--- src/rtl/cv32e40p_obi_arbiter.sv ---
// ============================================================================
//  Module      : cv32e40p_obi_arbiter
//  Description : 2-to-1 OBI arbiter. It shares one memory port between the
//                instruction-fetch master and the load/store data master.
//                Address phases are sequenced onto the shared port. Accepted
//                transfers are tracked in an in-order ID queue, so that each
//                response goes back to the master that issued it.
//  Ports       : clk, rst_n             - clock, asynchronous active-low reset
//                instr_*                - instruction master (read-only)
//                data_*                 - data master
//                obi_*                  - shared memory port
//  Config      : CV32E40P_OBI_ARB_ROUND_ROBIN_EN
//                  defined   -> round-robin arbitration
//                  undefined -> fixed priority, data beats instruction
//  Revision    : 1.0 - initial release
// ============================================================================

`default_nettype none

module cv32e40p_obi_arbiter #(
    parameter int MAX_OUTSTANDING = 2
) (
    input  logic        clk,
    input  logic        rst_n,

    input  logic        instr_req_i,
    output logic        instr_gnt_o,
    input  logic [31:0] instr_addr_i,
    output logic        instr_rvalid_o,
    output logic [31:0] instr_rdata_o,
    output logic        instr_err_o,

    input  logic        data_req_i,
    output logic        data_gnt_o,
    input  logic [31:0] data_addr_i,
    input  logic        data_we_i,
    input  logic [3:0]  data_be_i,
    input  logic [31:0] data_wdata_i,
    output logic        data_rvalid_o,
    output logic [31:0] data_rdata_o,
    output logic        data_err_o,

    output logic        obi_req_o,
    input  logic        obi_gnt_i,
    output logic [31:0] obi_addr_o,
    output logic        obi_we_o,
    output logic [3:0]  obi_be_o,
    output logic [31:0] obi_wdata_o,
    input  logic        obi_rvalid_i,
    input  logic [31:0] obi_rdata_i,
    input  logic        obi_err_i
);

    localparam int CNT_W = $clog2(MAX_OUTSTANDING) + 1;
    localparam int PTR_W = (MAX_OUTSTANDING > 1) ? $clog2(MAX_OUTSTANDING) : 1;

    localparam logic [CNT_W-1:0] CNT_FULL = CNT_W'(MAX_OUTSTANDING);
    localparam logic [PTR_W-1:0] PTR_LAST = PTR_W'(MAX_OUTSTANDING - 1);

    localparam logic ID_INSTR = 1'b0;
    localparam logic ID_DATA  = 1'b1;

    logic [CNT_W-1:0]           count_q, count_d;
    logic [PTR_W-1:0]           wr_ptr_q, wr_ptr_d;
    logic [PTR_W-1:0]           rd_ptr_q, rd_ptr_d;
    logic [MAX_OUTSTANDING-1:0] id_fifo_q, id_fifo_d;
    logic                       locked_q, locked_d;
    logic                       locked_id_q, locked_id_d;
`ifdef CV32E40P_OBI_ARB_ROUND_ROBIN_EN
    logic                       rr_q, rr_d;   // ID favoured on a tie
`endif

    logic full;
    logic sel;        // ID of the master currently driving the shared port
    logic push;
    logic pop;
    logic head_id;

    function automatic logic [PTR_W-1:0] ptr_inc(input logic [PTR_W-1:0] p);
        return (p == PTR_LAST) ? '0 : p + PTR_W'(1);
    endfunction

    // ------------------------------------------------------------------
    // Arbitration and address-phase mux
    // ------------------------------------------------------------------
    always_comb begin
        full = (count_q == CNT_FULL);

        // A stalled address phase must not change until it is granted.
        // For this reason the lock overrides the arbitration policy.
        if (locked_q) begin
            sel = locked_id_q;
        end else if (instr_req_i && data_req_i) begin
`ifdef CV32E40P_OBI_ARB_ROUND_ROBIN_EN
            sel = rr_q;
`else
            sel = ID_DATA;
`endif
        end else if (data_req_i) begin
            sel = ID_DATA;
        end else begin
            sel = ID_INSTR;
        end

        // The full gate depends only on the registered count. It does not
        // depend on obi_rvalid_i, so there is no combinational rvalid->req path.
        obi_req_o   = (instr_req_i | data_req_i) & ~full;
        instr_gnt_o = obi_req_o & obi_gnt_i & (sel == ID_INSTR);
        data_gnt_o  = obi_req_o & obi_gnt_i & (sel == ID_DATA);

        if (sel == ID_DATA) begin
            obi_addr_o  = data_addr_i;
            obi_we_o    = data_we_i;
            obi_be_o    = data_be_i;
            obi_wdata_o = data_wdata_i;
        end else begin
            obi_addr_o  = instr_addr_i;
            obi_we_o    = 1'b0;
            obi_be_o    = 4'b1111;
            obi_wdata_o = 32'h0;
        end
    end

    // ------------------------------------------------------------------
    // Response routing. A response arriving with an empty queue is dropped.
    // ------------------------------------------------------------------
    always_comb begin
        head_id        = id_fifo_q[rd_ptr_q];
        pop            = obi_rvalid_i & (count_q != '0);
        instr_rvalid_o = pop & (head_id == ID_INSTR);
        data_rvalid_o  = pop & (head_id == ID_DATA);
        instr_err_o    = instr_rvalid_o & obi_err_i;
        data_err_o     = data_rvalid_o & obi_err_i;
        instr_rdata_o  = obi_rdata_i;
        data_rdata_o   = obi_rdata_i;
    end

    // ------------------------------------------------------------------
    // Next-state logic
    // ------------------------------------------------------------------
    always_comb begin
        push        = obi_req_o & obi_gnt_i;
        count_d     = count_q;
        wr_ptr_d    = wr_ptr_q;
        rd_ptr_d    = rd_ptr_q;
        id_fifo_d   = id_fifo_q;
        locked_d    = locked_q;
        locked_id_d = locked_id_q;
`ifdef CV32E40P_OBI_ARB_ROUND_ROBIN_EN
        rr_d        = rr_q;
`endif

        if (push) begin
            id_fifo_d[wr_ptr_q] = sel;
            wr_ptr_d            = ptr_inc(wr_ptr_q);
`ifdef CV32E40P_OBI_ARB_ROUND_ROBIN_EN
            rr_d                = ~sel;
`endif
        end
        if (pop) begin
            rd_ptr_d = ptr_inc(rd_ptr_q);
        end

        // A push is never possible while full, so the count cannot overflow.
        // A pop is never possible while empty, so the count cannot underflow.
        case ({push, pop})
            2'b10:   count_d = count_q + CNT_W'(1);
            2'b01:   count_d = count_q - CNT_W'(1);
            default: count_d = count_q;
        endcase

        // obi_req_o is already zero when full, so no lock can start then.
        if (obi_req_o && !obi_gnt_i) begin
            locked_d    = 1'b1;
            locked_id_d = sel;
        end else if (obi_gnt_i) begin
            locked_d    = 1'b0;
        end
    end

    always_ff @(posedge clk or negedge rst_n) begin
        if (!rst_n) begin
            count_q     <= '0;
            wr_ptr_q    <= '0;
            rd_ptr_q    <= '0;
            id_fifo_q   <= '0;
            locked_q    <= 1'b0;
            locked_id_q <= ID_INSTR;
`ifdef CV32E40P_OBI_ARB_ROUND_ROBIN_EN
            rr_q        <= ID_DATA;
`endif
        end else begin
            count_q     <= count_d;
            wr_ptr_q    <= wr_ptr_d;
            rd_ptr_q    <= rd_ptr_d;
            id_fifo_q   <= id_fifo_d;
            locked_q    <= locked_d;
            locked_id_q <= locked_id_d;
`ifdef CV32E40P_OBI_ARB_ROUND_ROBIN_EN
            rr_q        <= rr_d;
`endif
        end
    end

endmodule

`default_nettype wire

--- config.mk ---
export PLATFORM = sky130hd
export DESIGN_NAME = cv32e40p_obi_arbiter
export DESIGN_NICKNAME = d
export VERILOG_FILES = /design/src/rtl/cv32e40p_obi_arbiter.sv
export SDC_FILE = /design/constraint.sdc
export NUM_CORES = 1
export LEC_CHECK = 0
export CORE_AREA = 2 2 109 111
export CTS_BUF_LIST = sky130_fd_sc_hd__clkbuf_2 sky130_fd_sc_hd__clkbuf_4 sky130_fd_sc_hd__clkbuf_8
export CTS_CLUSTER_SIZE = 12
export DETAILED_ROUTE_END_ITERATION = 16
export DIE_AREA = 0 0 111 113
export SETUP_SLACK_MARGIN = 0.15
export SLEW_MARGIN = 0
export SYNTH_ARGS = -nofsm -noshare
export SYNTH_HDL_FRONTEND = slang
export SYNTH_SLANG_ARGS = --single-unit
--- constraint.sdc ---
create_clock -name clk -period 2.06 [get_ports clk]
set_input_delay 0.412 -clock clk [delete_from_list [all_inputs] [get_ports clk]]
set_output_delay 0.412 -clock clk [all_outputs]
set_load 0.03 [all_outputs]
==> results.ini <==
[outcome]
run_status=completed

[clock_network]
cts-buffers-inserted=3
cts_tree=done
clk_latency_ns=0.23
cts_num_sinks=8
cts_max_path_buffers=2
htreeDepth=1
clockRootBuffer=clkbuf_8
clk_pin_slew_ns=0.04

[finish]
antenna_cells=0
layout-drive-gt1-share_pct=36.4
finalNonFillerCells=519
nNetsFinal=519
n_fill_cell=1190
fin_util_pct=29.9
syn_to_final_growth_pct=116

[synth]
yosysSeqAreaShare_pct=12.9
synthSimpleGateAreaFrac_pct=42.6
ys_ff_latch=8
synth_top_family_by_area=simple AND/OR/NAND/NOR gates
synth_warnings=0
synth-xor-area-share_pct=2.81
avgSynthCellArea_um2=6.28
synth_compound_gate_area_share_pct=2.17
synthAdderAreaFrac_pct=0.803
syn_nets=389
synth.mux.area_fraction_pct=3.94
netlist_area_um2=1560
synth_cells=248
ys_types=25

[global_routing]
grt_pass1_vias=1924
grt-ovfl-total=0
track_usage_pct=9.36
grt_pass1_wl_um=9640
antenna_found_initial=0
grt_max_degree=38

[floorplanning]
rows=39
die_w_um=111
die-area_um2=12500
floorplan.die.height_um=113
io-pin-count=280
core_um2=11300
start_util_pct=13.8

[worst_setup_path]
required_ns=1.65
arrival_ns=1.53
slowest_stage=dfrtp_2
slowest_delay_ns=0.43
crit_type=flop to primary output
cp-end-kind=primary output
worst-path-max-fanout=37
start_kind=flop
path_cells=mux2_4 -> buf_12 -> and2_1 -> buf_4

[routing]
wl_um=6800
drtIter0Drc=29
wl_per_cell_um=13.1
drtAntennaViolNets=0
first_pass_iters=4
via_per_inst=3.72
vias=1931
drc=0

[placement]
dp.cells=509
gp_congestion=0.742
dp_hpwl_um=5220
port_buffers=183
post-place-ws_ns=-0.0872

[sta]
rsz0062_at_grt=true
setup_viol_count_final=0
fmax_mhz=514
drv_slew=0
setup_ws_ns=0.113
period_needed_ns=1.95
final_hold_viol_count=0
finalCritPeriodShare_pct=94.5
maxSlewHeadroom_pct=75.2
final.setup_skew_ns=0.00294
whs_ns=0.472
tightest_slew_ns=0.368

[power_and_ir_drop]
static-leakage-power_nw=1.60
p_per_area_nw_per_um2=985
max-vdd-ir-drop_v=0.000501
power_w=0.00332

[flow_run]
drv_cap=0

[min_path]
hold_path.class=input port to asynchronous set/reset pin

[worst max-delay path, delay by kind of cell (launching register included)]
family	cells	cell delay (ns)
and+or+nand+nor	1	0.18
buffers and inverters	2	0.34
muxes	1	0.35
DFF	1	0.43
[cells in the mapped netlist (all sizes together)]
cell type  instances  area share (%)
ha                 1            0.80
and3               1            0.40
o21ai              1            0.32
clkbuf             5             1.2
nor2b              1            0.56
dfrtp              8              13
o41ai              1            0.56
buf               70              33
or3                1            0.40
o31ai              1            0.80
inv                2            0.48
o21a               1            0.48
xnor2              4             2.2
nand2b             4             1.6
xor2               1            0.56
and2              34              14
mux2               3             2.4
mux2i              2             1.5
nand2             98              24
nor2               7             1.7
nor3               2            0.64
[layout make-up]
| cell class | instances | area, um^2 | share of cell area (%) |
|---|---|---|---|
| multi-input combinational | 163 | 960 | 28.5 |
| inverter | 2 | 7.51 | 0.223 |
| timing repair buffer | 200 | 1980 | 58.8 |
| sequential | 8 | 201 | 5.98 |
| tap | 143 | 179 | 5.31 |
| clock buffer | 3 | 41.3 | 1.23 |
[cell families (layout without fill, tap and decap cells)]
kind of cell | Yosys count | count (layout)
adders and majority gates | 1 | 1
DFF | 8 | 8
AOI/OAI and AO/OA | 4 | 4
muxes | 5 | 5
and+or+nand+nor | 148 | 148
xor gates and xnor gates | 5 | 5
buffers and inverters | 77 | 205
[state kept, by name, indices dropped and copies added (netlist names)]
register / flops
count_q: 2
id_fifo_q: 2
locked_id_q: 1
locked_q: 1
rd_ptr_q: 1
wr_ptr_q: 1
[stage by stage]
step | cell area [um^2] | TNS [ns]
floorplan | 1560 | 0
global placement | 3000 | -1.60
detailed placement | 3000 | -2.97
CTS | 3170 | 0
global route | 3370 | 0
finish | 3370 | 0
[cell usage in the layout, fill, tap and decap left out, drive strengths merged, types with 2 or more instances in the layout]
| master | instances |
|---|---|
| nand2b | 4 |
| mux2 | 3 |
| xnor2 | 4 |
| nor2 | 7 |
| dfrtp | 8 |
| mux2i | 2 |
| buf | 93 |
| clkbuf | 4 |
| clkdlybuf4s50 | 104 |
| inv | 2 |
| dlygate4sd2 | 2 |
| and2 | 34 |
| nor3 | 2 |
| nand2 | 98 |
[layer usage]
layer  share of wire, %  up-vias  global-route usage, %  wire [um]
met4                3.8        0                   4.42        257
li1                   -      945                      -          -
met1                 34      824                   9.59       2290
met5                  0        -                      0          0
met2                 52      130                   17.8       3560
met3                 10       32                   2.41        689
[report_power, final]
part           internal (W)  leakage (nW)  total [W]  switching (W)
Sequential         0.000237        0.0942   0.000325      0.0000884
Clock              0.000126        0.0216   0.000185      0.0000585
Combinational       0.00130          1.49    0.00281        0.00151
[path summary, 6_finish.rpt]
| kind | start | end | slack, ns | depth (start not counted) |
|---|---|---|---|---|
| hold reg to reg | rd_ptr_q$_DFFE_PN0P_ | rd_ptr_q$_DFFE_PN0P_ | 0.49 | 1 |
| hold / removal | rst_n | id_fifo_q[0]$_DFFE_PN0P_ | 0.47 | 1 |
| setup reg to reg | count_q[1]$_DFFE_PN0P_ | count_q[1]$_DFFE_PN0P_ | 0.28 | 6 |
| min in group clk | rd_ptr_q$_DFFE_PN0P_ | rd_ptr_q$_DFFE_PN0P_ | 0.49 | 1 |
| setup / recovery | locked_q$_DFFE_PN0P_ | obi_wdata_o[16] | 0.11 | 4 |
| max in group asynchronous | rst_n | locked_q$_DFFE_PN0P_ | 1.30 | 1 |
[repair_timing]
| action | 4_1_cts | 5_1_grt |
|---|---|---|
| endpoints found under the setup margin | 74 | 69 |
| hold buffers | 0 | 0 |
| cloned | 2 | 1 |
| gates resized for setup | 25 | 51 |
| setup buffers | 3 | 1 |
| pin swaps | 2 | 22 |
(Power assumes the default switching activity.)
